==> src/rtl/alu_sched_pkg.sv <==
// Shared types and constants for the alu_sched request sequencer.
// The control struct bundles the per-request datapath settings that travel together.
package alu_sched_pkg;

  localparam int WIDTH = 5;

  typedef enum logic [1:0] {
    IDLE = 2'd0,
    EXEC = 2'd1,
    RESP = 2'd2
  } state_e;

  // Bit positions inside the datapath ALUFlags vector {N,Z,C,V}
  localparam int FLAG_N = 3;
  localparam int FLAG_Z = 2;
  localparam int FLAG_C = 1;
  localparam int FLAG_V = 0;

  localparam logic [7:0] OPS_MAX = 8'd255;

  typedef struct packed {
    logic [2:0] op;
    logic [1:0] shamt;
    logic       dir;
  } ctl_t;

  function automatic logic [7:0] sat_inc(input logic [7:0] v);
    return (v == OPS_MAX) ? v : v + 8'd1;
  endfunction

endpackage

==> src/rtl/rr_arb2.sv <==
// Two-way round-robin grant; the last_grant pointer is owned by the caller.
// On a tie the requester that did not win last time gets the grant.
module rr_arb2 (
  input  logic [1:0] valid,
  input  logic       last_grant,
  output logic       grant_valid,
  output logic       grant_id
);

  always_comb begin
    grant_valid = |valid;
    grant_id    = 1'b0;
    case (valid)
      2'b01:   grant_id = 1'b0;
      2'b10:   grant_id = 1'b1;
      2'b11:   grant_id = ~last_grant;
      default: grant_id = 1'b0;
    endcase
  end

endmodule

==> src/rtl/alu_sched.sv <==
// Arbitrates two requesters onto the shared shift+ALU datapath and returns
// the captured result and flags on a response channel tagged with the requester id.
module alu_sched #(
  parameter int WIDTH = alu_sched_pkg::WIDTH
) (
  input  logic             clk,
  input  logic             reset,
  input  logic             req0_valid,
  output logic             req0_ready,
  input  logic [WIDTH-1:0] req0_a,
  input  logic [WIDTH-1:0] req0_b,
  input  logic [2:0]       req0_op,
  input  logic [1:0]       req0_shamt,
  input  logic             req0_dir,
  input  logic             req1_valid,
  output logic             req1_ready,
  input  logic [WIDTH-1:0] req1_a,
  input  logic [WIDTH-1:0] req1_b,
  input  logic [2:0]       req1_op,
  input  logic [1:0]       req1_shamt,
  input  logic             req1_dir,
  output logic [WIDTH-1:0] dp_a,
  output logic [WIDTH-1:0] dp_b,
  output logic [2:0]       dp_alucontrol,
  output logic [1:0]       dp_bshift,
  output logic             dp_select,
  input  logic [WIDTH-1:0] dp_result,
  input  logic [3:0]       dp_flags,
  output logic             rsp_valid,
  input  logic             rsp_ready,
  output logic             rsp_id,
  output logic [WIDTH-1:0] rsp_result,
  output logic [3:0]       rsp_flags,
  output logic [7:0]       ops_done
);

  import alu_sched_pkg::*;

  localparam logic [1:0] ST_IDLE = IDLE;
  localparam logic [1:0] ST_EXEC = EXEC;
  localparam logic [1:0] ST_RESP = RESP;

  logic [1:0]       state_reg;
  logic [1:0]       state_next;
  logic             last_grant_reg;
  logic             id_reg;
  logic [WIDTH-1:0] dp_a_reg;
  logic [WIDTH-1:0] dp_b_reg;
  ctl_t             dp_ctl_reg;
  logic [WIDTH-1:0] rsp_result_reg;
  logic [3:0]       rsp_flags_reg;
  logic [7:0]       ops_done_reg;

  logic             grant_valid;
  logic             grant_id;
  logic             accept;
  logic [1:0]       req_valid;
  logic [1:0]       req_ready;
  logic [WIDTH-1:0] req_a [2];
  logic [WIDTH-1:0] req_b [2];
  ctl_t             req_ctl [2];

  assign req_valid  = {req1_valid, req0_valid};
  assign req_a[0]   = req0_a;
  assign req_a[1]   = req1_a;
  assign req_b[0]   = req0_b;
  assign req_b[1]   = req1_b;
  assign req_ctl[0] = {req0_op, req0_shamt, req0_dir};
  assign req_ctl[1] = {req1_op, req1_shamt, req1_dir};

  rr_arb2 u_arb (
    .valid       (req_valid),
    .last_grant  (last_grant_reg),
    .grant_valid (grant_valid),
    .grant_id    (grant_id)
  );

  // Only the granted requester sees ready, and only while idle
  genvar gi;
  generate
    for (gi = 0; gi < 2; gi++) begin : g_ready
      assign req_ready[gi] = (state_reg == ST_IDLE) && grant_valid && (grant_id == 1'(gi));
    end
  endgenerate

  assign req0_ready = req_ready[0];
  assign req1_ready = req_ready[1];
  assign accept     = (state_reg == ST_IDLE) && grant_valid;

  always_comb begin
    state_next = state_reg;
    case (state_reg)
      ST_IDLE: if (grant_valid) state_next = ST_EXEC;
      ST_EXEC: state_next = ST_RESP;
      ST_RESP: if (rsp_ready) state_next = ST_IDLE;
      default: state_next = ST_IDLE;
    endcase
  end

  always_ff @(posedge clk) begin
    if (reset) begin
      state_reg      <= ST_IDLE;
      last_grant_reg <= 1'b1;
      id_reg         <= 1'b0;
      dp_a_reg       <= '0;
      dp_b_reg       <= '0;
      dp_ctl_reg     <= '0;
      rsp_result_reg <= '0;
      rsp_flags_reg  <= '0;
      ops_done_reg   <= '0;
    end else begin
      state_reg <= state_next;
      if (accept) begin
        dp_a_reg       <= req_a[grant_id];
        dp_b_reg       <= req_b[grant_id];
        dp_ctl_reg     <= req_ctl[grant_id];
        id_reg         <= grant_id;
        last_grant_reg <= grant_id;
      end
      // The datapath has had the whole EXEC cycle to settle on the held dp_* values
      if (state_reg == ST_EXEC) begin
        rsp_result_reg <= dp_result;
        rsp_flags_reg  <= dp_flags;
      end
      if ((state_reg == ST_RESP) && rsp_ready) begin
        ops_done_reg <= sat_inc(ops_done_reg);
      end
    end
  end

  assign dp_a          = dp_a_reg;
  assign dp_b          = dp_b_reg;
  assign dp_alucontrol = dp_ctl_reg.op;
  assign dp_bshift     = dp_ctl_reg.shamt;
  assign dp_select     = dp_ctl_reg.dir;
  assign rsp_valid     = (state_reg == ST_RESP);
  assign rsp_id        = id_reg;
  assign rsp_result    = rsp_result_reg;
  assign rsp_flags     = rsp_flags_reg;
  assign ops_done      = ops_done_reg;

endmodule

==> config.mk <==
export PLATFORM = sky130hd
export DESIGN_NAME = alu_sched
export DESIGN_NICKNAME = d
export VERILOG_FILES = /design/src/rtl/alu_sched_pkg.sv /design/src/rtl/rr_arb2.sv /design/src/rtl/alu_sched.sv
export SDC_FILE = /design/constraint.sdc
export NUM_CORES = 1
export LEC_CHECK = 0
export ABC_AREA = 0
export CORE_ASPECT_RATIO = 0.9
export CORE_MARGIN = 1
export CORE_UTILIZATION = 50
export CTS_CLUSTER_SIZE = 40
export DETAILED_ROUTE_END_ITERATION = 8
export DONT_BUFFER_PORTS = 1
export PLACE_DENSITY = 0.62
export SLEW_MARGIN = 20
export SYNTH_ARGS = -nofsm -noshare
export SYNTH_HDL_FRONTEND = slang
export SYNTH_SLANG_ARGS = --single-unit
==> constraint.sdc <==
create_clock -name clk -period 2.1 [get_ports clk]
set_clock_uncertainty 0.2 [all_clocks]
set_input_delay 0.42 -clock clk [delete_from_list [all_inputs] [get_ports clk]]
set_output_delay 0.42 -clock clk [all_outputs]
set_load 0.01 [all_outputs]
==> results of run 1 <==
==> logic make-up after synthesis <==
| logic type | share of synthesized area (%) |
|---|---|
| AO/OA/AOI/OAI | 22.3 |
| XOR/XNOR | 2.40 |
| adder cells (fa/ha/maj) | 0.857 |
| buffers and inverters | 4.03 |
| flip-flops | 50.8 |
| multiplexers | 0.686 |
| AND/OR/NAND/NOR | 19.0 |
==> stage by stage <==
step	cell area (um^2)	util, %	hold WS [ns]	std cells
after floorplan	1460	-	0.236	154
after global placement	1480	53.7	0.248	186
after detailed placement	1480	53.7	0.249	186
after CTS	1560	56.6	0.000111	196
after global routing	1610	58.4	0.00216	201
final	1610	58.4	0.0207	201
==> layer usage <==
| metal | part of all wire [%] | vias to the layer above | global-route usage [%] |
|---|---|---|---|
| li1 | - | 577 | - |
| met1 | 40 | 542 | 21.3 |
| met2 | 52 | 67 | 34.5 |
| met3 | 7.5 | 5 | 10.0 |
| met4 | 0.96 | 0 | 5.95 |
| met5 | 0 | - | 0 |
==> final timing paths <==
kind / startpoint / to
setup reg to reg: ops_done[0] / ops_done[5]
hold reg to reg: last_grant_reg / last_grant_reg
hold / removal: dp_result[0] / rsp_result[0]
setup / recovery: last_grant_reg / req0_ready
==> final cells by class <==
cell class / count / share of cell area [%]
clock buffer: 8 / 3.04
inverter: 3 / 0.701
multi-input combinational: 104 / 41.2
sequential: 37 / 46.1
tap: 40 / 3.12
timing repair buffer: 9 / 5.85
==> power by group through the flow <==
stage	Sequential, uW	Clock (uW)	Combinational [uW]
2_1_floorplan	821	0	147
3_3_place_gp	829	0	150
3_5_place_dp	830	0	161
4_1_cts	815	357	176
5_1_grt	821	394	210
6_report	814	343	188
==> worst reg2reg max path, cell delays in order (launching register included) <==
cell and delay [ns]:
dfxtp_1 0.38, ha_1 0.25, and3_1 0.22, a21o_4 0.25
or4_1 0.47, a21oi_1 0.14
==> cell usage in the layout (no fill, tap or decap), types with 2 or more instances in the layout <==
cell,synthesis,routed
dfxtp_1,37,37
nor2_1,24,24
nand2_1,21,21
a222oi_1,16,16
a21oi_1,13,13
clkbuf_4,0,5
dlygate4sd3_1,0,5
inv_1,3,3
xnor2_1,3,3
clkbuf_1,6,3
nand2b_1,2,2
a211oi_1,2,2
nand3_1,2,2
o31ai_1,2,2
or4_1,2,2
==> what timing repair did <==
action / 4_1_cts / 5_1_grt
hold endpoints to repair: 37 / 4
resized for setup: 1 / 1
hold buffers: 2 / 4
pin swaps: 0 / 1
gates cloned: 0 / 1
endpoints found under the setup margin: 1 / 1
==> metrics.md, run 1 <==
| Metric | Value |
|---|---|
| Outcome | `complete, no violations` |
| Depth of the CTS H-tree | `2` |
| P_int | `972 uW` |
| CTS buffer count | `5` |
| Switching pwr | `374 uW` |
| Fin. max-slew vios | `0` |
| Worst Path Max Fanout | `9` |
| Sequential Power Share | `60.5%` |
| Max-cap violations | `0` |
| Comb power frac | `14.0%` |
| CP required | `1.48 ns` |
| Clk slew on worst S/H paths | `0.10 ns` |
| First DRT Iteration DRCs | `110` |
| Clock latency on the worst-skew pair | `0.33 ns` |
| Crit path launch type | `flip-flop` |
| Die Wd | `58.9 um` |
| R2R Setup Slk | `0.14 ns` |
| Yosys cell types | `32` |
| Fmax | `508 MHz` |
| Residual DRC count | `0` |
| All-Layer GR Usage | `19.9%` |
| Netlist Area Pre-Place | `1460 um^2` |
| Worst Tran Pin Value | `0.523 ns` |
| Detailed Routing Iterations Pass 1 | `4` |
| Crit path buf inv count | `1` |
| Power, Total | `1350 uW` |
| Post-Syn Area per Cell | `9.47 um^2` |
| Vias in the first global route | `1021` |
| RePlAce Congestion | `0.760` |
| Cell row count | `18` |
| Remaining Overflow, GRT | `0` |
| Cell taking the most area after synthesis | `dfxtp_1` |
| Fin crit share | `93.8%` |
| Worst-case clock buffer depth | `2` |
| Setup TNS | `0 ns` |
| Area occupied by multi-input gates | `661 um^2` |
| CORE AREA | `2750 um^2` |
| FF-to-FF path depth | `5` |
| Crit path max-delay cell type | `a2111oi_4` |
| Number of flops mapped to enable cells by yosys | `0` |
| Vias | `1191` |
| Dominant synthesized flop cell | `dfxtp_1` |
| Leak | `0.000588 uW` |
| CP delay by family, top | `compound AO/OA/AOI/OAI gates` |
| Post-synth top cells | `37 x dfxtp_1, 24 x nor2_1, 21 x nand2_1` |
| Layout cell share with drive strength beyond 1 | `8.07%` |
| Most common cell in the netlist | `dfxtp_1` |
| Largest cells by area after synthesis | `dfxtp_1 51%, a222oi_1 11%, nor2_1 6.2%` |
| Synth top area share | `50.8%` |
| Final worst-path setup slack | `0.131 ns` |
| Post-Synthesis Cells | `154` |
| Pwr Density | `839 nW/um^2` |
| Clock power share | `25.5%` |
| WL/cell | `15.6 um` |
| Antenna violations before repair | `0` |
| Antenna Cells | `0` |
| Max reg flops | `8` |
| PortBufs | `0` |
| Yosys Warn Count | `0` |
| Fin crit period | `1.97 ns` |
| Detail Route Antenna Nets | `0` |
| Die Footprint | `3140 um^2` |
| Min-delay worst type | `input pin to flip-flop` |
| Reg area | `741 um^2` |
| Hold Path Depth | `2` |
| Endpoints failing hold | `0` |
| Worst path cell trace | `nand2_1 -> a2111oi_4 -> buf_6` |
| Hpwl dp | `2.06 mm` |
| Fraction of registers with async set/reset | `0%` |
| # nets final | `207` |
| IO Count | `83` |
| Area growth, synth to finish | `10.0%` |
| CP arrival | `1.35 ns` |
| Setup bufs post-CTS | `0` |
| Setup Slack @ Placement | `0.164 ns` |
| Relative slew slack | `64.3%` |
| CTS tree | `yes` |
| Sinks on Clock Net | `37` |
| CP endpoint kind | `primary output` |
| Crit path largest cell delay | `0.37 ns` |
| Die H | `53.2 um` |
| Critical path class | `flip-flop to primary output` |
| RSZ-0062 raised after global routing | `false` |
| Vias/cell | `5.93` |
| Register bit total from synthesis | `37` |
| Peak VDD IR | `0.500 mV` |
| First-pass GRT wire length | `4.37 mm` |
| Net Sw Frac | `27.8%` |
| Fill cells | `257` |
| Mapped Nets | `201` |
| Root Driver | `clkbuf_4` |
| Setup violations, final | `0` |
| Seq/Total Area, Yosys | `50.8%` |
| Largest net degree at the start of global routing | `38` |
| Initial Util | `53.1%` |
| Final WL | `3.13 mm` |
| CP Depth | `3` |
Power figures use the tool's default switching activity.
==> run 2: changes to the inputs <==
CORE_UTILIZATION = 65   (was 50)
PLACE_DENSITY = 0.78   (was 0.62)
clock period = 2.5 ns   (was 2.1 ns; I/O delays follow)
==> run 2 against run 1 <==
Compared with the run above: non-clock buffer count fell by 6; power fell by 18%; worst setup slack improved by 0.16 ns; register-to-register slack improved by 0.41 ns; sequential power fell by 16%; hold slack improved by 0.0087 ns; critical path type unchanged.
==> metrics.md, run 2 (synthesis gave the netlist of run 1 again) <==
| Metric | Value |
|---|---|
| Worst reg2reg startpoint | `ops_done[0]` |
| Area growth, synth to finish | `4.12%` |
| WL/cell | `15.9 um` |
| Worst path cell trace | `nand2_1 -> a2111oi_4 -> buf_4` |
| Cell row count | `15` |
| Crit path largest cell delay | `0.44 ns` |
| Most frequent cells in the layout | `37 x dfxtp_1, 24 x nor2_1, 21 x nand2_1` |
| Setup bufs post-CTS | `0` |
| Clk slew on worst S/H paths | `0.11 ns` |
| Comb power frac | `12.2%` |
| CTS hold repair buffers | `0` |
| Sequential Power Share | `62.0%` |
| Die Footprint | `2440 um^2` |
| First-pass GRT wire length | `4.14 mm` |
| CP arrival | `1.51 ns` |
| CORE AREA | `2010 um^2` |
| Fin. max-slew vios | `0` |
| RePlAce Congestion | `0.721` |
| P_int | `801 uW` |
| Clock latency on the worst-skew pair | `0.33 ns` |
| CTS buffer count | `5` |
| First DRT Iteration DRCs | `55` |
| Residual DRC count | `0` |
| Hold Path Depth | `1` |
| Depth of the CTS H-tree | `2` |
| Fmax | `453 MHz` |
| Switching pwr | `303 uW` |
| Setup violations, final | `0` |
| Setup TNS | `0 ns` |
| Crit path buf inv count | `1` |
| Fin crit period | `2.21 ns` |
| Endpoints failing hold | `0` |
| Crit path launch type | `flip-flop` |
| Antenna Cells | `0` |
| Clock power share | `25.9%` |
| Max reg flops | `8` |
| Worst Path Max Fanout | `15` |
| Worst Tran Pin Value | `0.669 ns` |
| Antenna violations before repair | `0` |
| HP Start | `reset` |
| CP delay by family, top | `compound AO/OA/AOI/OAI gates` |
| Detailed Routing Iterations Pass 1 | `5` |
| IO Count | `83` |
| Commonest non-fill, non-tap cell in the layout | `dfxtp_1` |
| Hpwl dp | `2.05 mm` |
| Sinks on Clock Net | `37` |
| CTS tree | `yes` |
| Die H | `46.9 um` |
| Largest net degree at the start of global routing | `38` |
| Root Driver | `clkbuf_4` |
| RSZ-0062 raised after global routing | `false` |
| Remaining Overflow, GRT | `0` |
| Worst-case clock buffer depth | `2` |
| Peak VDD IR | `0.543 mV` |
| Dpl cell area | `1460 um^2` |
| CP required | `1.80 ns` |
| Crit path max-delay cell type | `a2111oi_4` |
| Worst setup path startpoint | `last_grant_reg` |
| Pwr Density | `727 nW/um^2` |
| Min-delay worst type | `input pin to flip-flop` |
| Net Sw Frac | `27.4%` |
| # resized after CTS | `0` |
| FF-to-FF path depth | `5` |
| Fill cells | `132` |
| Critical path class | `flip-flop to primary output` |
| Die Wd | `51.9 um` |
| Relative slew slack | `55.4%` |
| Cell area after layout | `1520 um^2` |
| Final WL | `2.86 mm` |
| Max-cap violations | `0` |
| All-Layer GR Usage | `24.2%` |
| CP Depth | `3` |
| Detail Route Antenna Nets | `0` |
| Layout cell share with drive strength beyond 1 | `7.74%` |
| Initial Util | `72.6%` |
| CP endpoint kind | `primary output` |
| Vias/cell | `6.48` |
| PortBufs | `0` |
| # nets final | `201` |
| Vias | `1166` |
| Outcome | `complete, no violations` |
| Fin crit share | `88.3%` |
| Vias in the first global route | `1012` |
| Hold_ws | `0.0294 ns` |
| Leak | `0.000562 uW` |
[run 2: path summary, 6_finish.rpt]
| kind | to | slack (ns) |
|---|---|---|
| worst max-delay path | req0_ready | 0.29 |
| worst max register to register | ops_done[5] | 0.55 |
| worst min-delay path | state_reg[0] | 0.03 |
| worst min register to register | last_grant_reg | 0.29 |
[run 2: power by group through the flow]
stage | combinational (uW) | sequential [uW] | clock, uW
after floorplan | 124 | 689 | 0
after global placement | 125 | 697 | 0
after detailed placement | 133 | 698 | 0
after CTS | 133 | 685 | 294
after global routing | 149 | 691 | 321
final | 134 | 685 | 286
[run 2: per-stage QoR]
step	power, uW	instances	util (%)	setup slack [ns]
final	1100	180	75.6	0.293
after global routing	1160	180	75.6	0.178
after CTS	1110	179	75.1	0.285
after detailed placement	831	171	72.6	0.483
after global placement	822	171	72.6	0.532
after floorplan	813	154	-	0.499
[run 2: area by class of cell]
class,count,area (um^2),area share [%]
flip-flops and latches,37,741,48.8
repair buffers,3,25.0,1.65
multi-input cells,104,659,43.4
clock buffers,6,41.3,2.72
clock inverters,2,10.0,0.659
well taps,25,31.3,2.06
inverters,3,11.3,0.741
[run 2: routing by layer]
layer,vias to the layer above,GRT usage [%],share of wire (%)
met3,4,10.4,10
met4,0,11.9,1.4
met5,-,0,0
met2,73,41.8,48
met1,525,25.8,41
li1,564,-,-
==> run 3: changes to the inputs <==
CORE_MARGIN = not set   (was 1)
GPL_TIMING_DRIVEN = 0   (was not set)
SKIP_LAST_GASP = 1   (was not set)
==> run 3 against run 2 <==
Compared with the run above: register-to-register slack worse by 0.08 ns; critical path depth unchanged; final area rose by 3.8%; wire length is 15% higher; fmax is 6.0% lower; sequential share of layout area down 1.8 points; non-clock buffer count increased by 7; via count increased by 6.0%; sequential cell count unchanged.
==> metrics.md, run 3 (synthesis gave the netlist of run 1 again) <==
| Metric | Value |
|---|---|
| IO Count | `83` |
| Fin crit share | `93.9%` |
| Clock power share | `34.0%` |
| Net Sw Frac | `26.0%` |
| Crit path largest cell delay | `0.61 ns` |
| CTS buffer count | `5` |
| Die Footprint | `2440 um^2` |
| Detail Route Antenna Nets | `0` |
| Largest net degree at the start of global routing | `12` |
| Crit path buf inv count | `1` |
| CTS tree | `yes` |
| CP required | `1.80 ns` |
| # nets final | `208` |
| Critical path class | `flip-flop to primary output` |
| Area growth, synth to finish | `8.06%` |
| Worst path cell trace | `nand2_1 -> a2111oi_4 -> buf_6` |
| Cell row count | `15` |
| Fin crit period | `2.35 ns` |
| Layout Cells excl Fill | `187` |
| DP Cell Count | `179` |
| Area occupied by multi-input gates | `659 um^2` |
| RSZ-0062 raised after global routing | `false` |
| Clock latency on the worst-skew pair | `0.34 ns` |
| All-Layer GR Usage | `28.8%` |
| Vias/cell | `6.61` |
| Crit path max-delay cell type | `a2111oi_4` |
| Worst-case clock buffer depth | `2` |
| Layout cell share with drive strength beyond 1 | `8.64%` |
| Commonest non-fill, non-tap cell in the layout | `dfxtp_1` |
| Vias in the first global route | `1119` |
| Worst Tran Pin Value | `0.630 ns` |
| Detailed Routing Iterations Pass 1 | `9` |
| Min-delay worst type | `input pin to flip-flop` |
| Die Wd | `51.9 um` |
| CP endpoint kind | `primary output` |
| Pwr Density | `803 nW/um^2` |
| Switching pwr | `329 uW` |
| Endpoints failing hold | `0` |
| Root Driver | `clkbuf_4` |
| Sequential Power Share | `54.1%` |
| Setup TNS | `0 ns` |
| Sinks on Clock Net | `37` |
| Leak | `0.000588 uW` |
| Hpwl dp | `2.28 mm` |
| Clk slew on worst S/H paths | `0.11 ns` |
| CP arrival | `1.65 ns` |
| CORE AREA | `2010 um^2` |
| P_int | `936 uW` |
| Vias | `1236` |
| R2R Setup Slk | `0.47 ns` |
| Comb power frac | `11.9%` |
| Final WL | `3.28 mm` |
| First-pass GRT wire length | `4.84 mm` |
| Initial Util | `72.6%` |
| Setup bufs post-CTS | `0` |
| Crit path launch type | `flip-flop` |
| Setup violations, final | `0` |
| Reg area | `741 um^2` |
| First DRT Iteration DRCs | `85` |
| RePlAce Congestion | `0.740` |
| Depth of the CTS H-tree | `2` |
| Max-cap violations | `0` |
| WL/cell | `17.5 um` |
| Relative slew slack | `57.7%` |
| Peak VDD IR | `0.627 mV` |
| Outcome | `complete, no violations` |
| Antenna violations before repair | `0` |
| Remaining Overflow, GRT | `0` |
| Hold_ws | `0.0925 ns` |
| Residual DRC count | `0` |
| Fmax | `426 MHz` |
| CP delay by family, top | `compound AO/OA/AOI/OAI gates` |
| Most frequent cells in the layout | `37 x dfxtp_1, 24 x nor2_1, 21 x nand2_1` |
| Fill cells | `139` |
| Antenna Cells | `0` |
| Die H | `46.9 um` |
| Worst Path Max Fanout | `10` |
| PortBufs | `0` |
| Power, Total | `1270 uW` |
| Fin. max-slew vios | `0` |
| Max reg flops | `8` |
-- run 3: cell types whose count changed in the layout (fill, tap and decap cells not counted) --
cell	previous run	this run
clkbuf_2	0	1
buf_6	0	1
buf_2	0	2
clkinv_2	2	0
dlygate4sd3_1	1	0
clkbuf_1	1	7
bufinv_16	0	1
clkbuf_8	0	1
buf_4	2	0
-- run 3: power groups by stage --
stage          clock, uW  sequential (uW)  combinational (uW)
2_1_floorplan          0              689                 124
4_1_cts              437              685                 150
3_5_place_dp           0              698                 149
5_1_grt              463              691                 168
3_3_place_gp           0              697                 140
6_report             430              685                 150
-- run 3: path summary, 6_finish.rpt --
check	end	from	cells past startpoint
hold reg to reg	last_grant_reg	last_grant_reg	1
setup / recovery	req0_ready	last_grant_reg	3
setup reg to reg	ops_done[5]	ops_done[0]	5
hold / removal	rsp_flags[0]	dp_flags[0]	2
-- run 3: area by class of cell --
| class | count | area share (%) |
|---|---|---|
| clock inverter | 1 | 1.90 |
| inverter | 3 | 0.714 |
| multi-input combinational | 104 | 41.8 |
| sequential | 37 | 47.0 |
| clock buffer | 7 | 3.49 |
| tap | 25 | 1.98 |
| buffer | 10 | 3.10 |
-- run 3: repair_timing --
| item | CTS | global route |
|---|---|---|
| hold buffers | 0 | 0 |
| gates resized for setup | 0 | 1 |
| setup endpoints to repair | 0 | 1 |
-- run 3: per-layer routing --
layer	GRT usage [%]	up-vias	share of wire (%)	routed length, um
li1	-	579	-	-
met1	29.9	556	39	1270
met2	51.5	95	48	1590
met3	12.0	6	11	366
met4	13.0	0	1.8	59
met5	0	-	0	0
-- run 3: stage by stage --
stage               area, um^2  worst slack (ns)  util [%]
floorplan                 1460             0.499         -
global placement          1490             0.393      74.2
detailed placement        1490             0.368      74.2
CTS                       1580             0.117      78.4
global route              1580            0.0525      78.5
finish                    1580             0.151      78.5
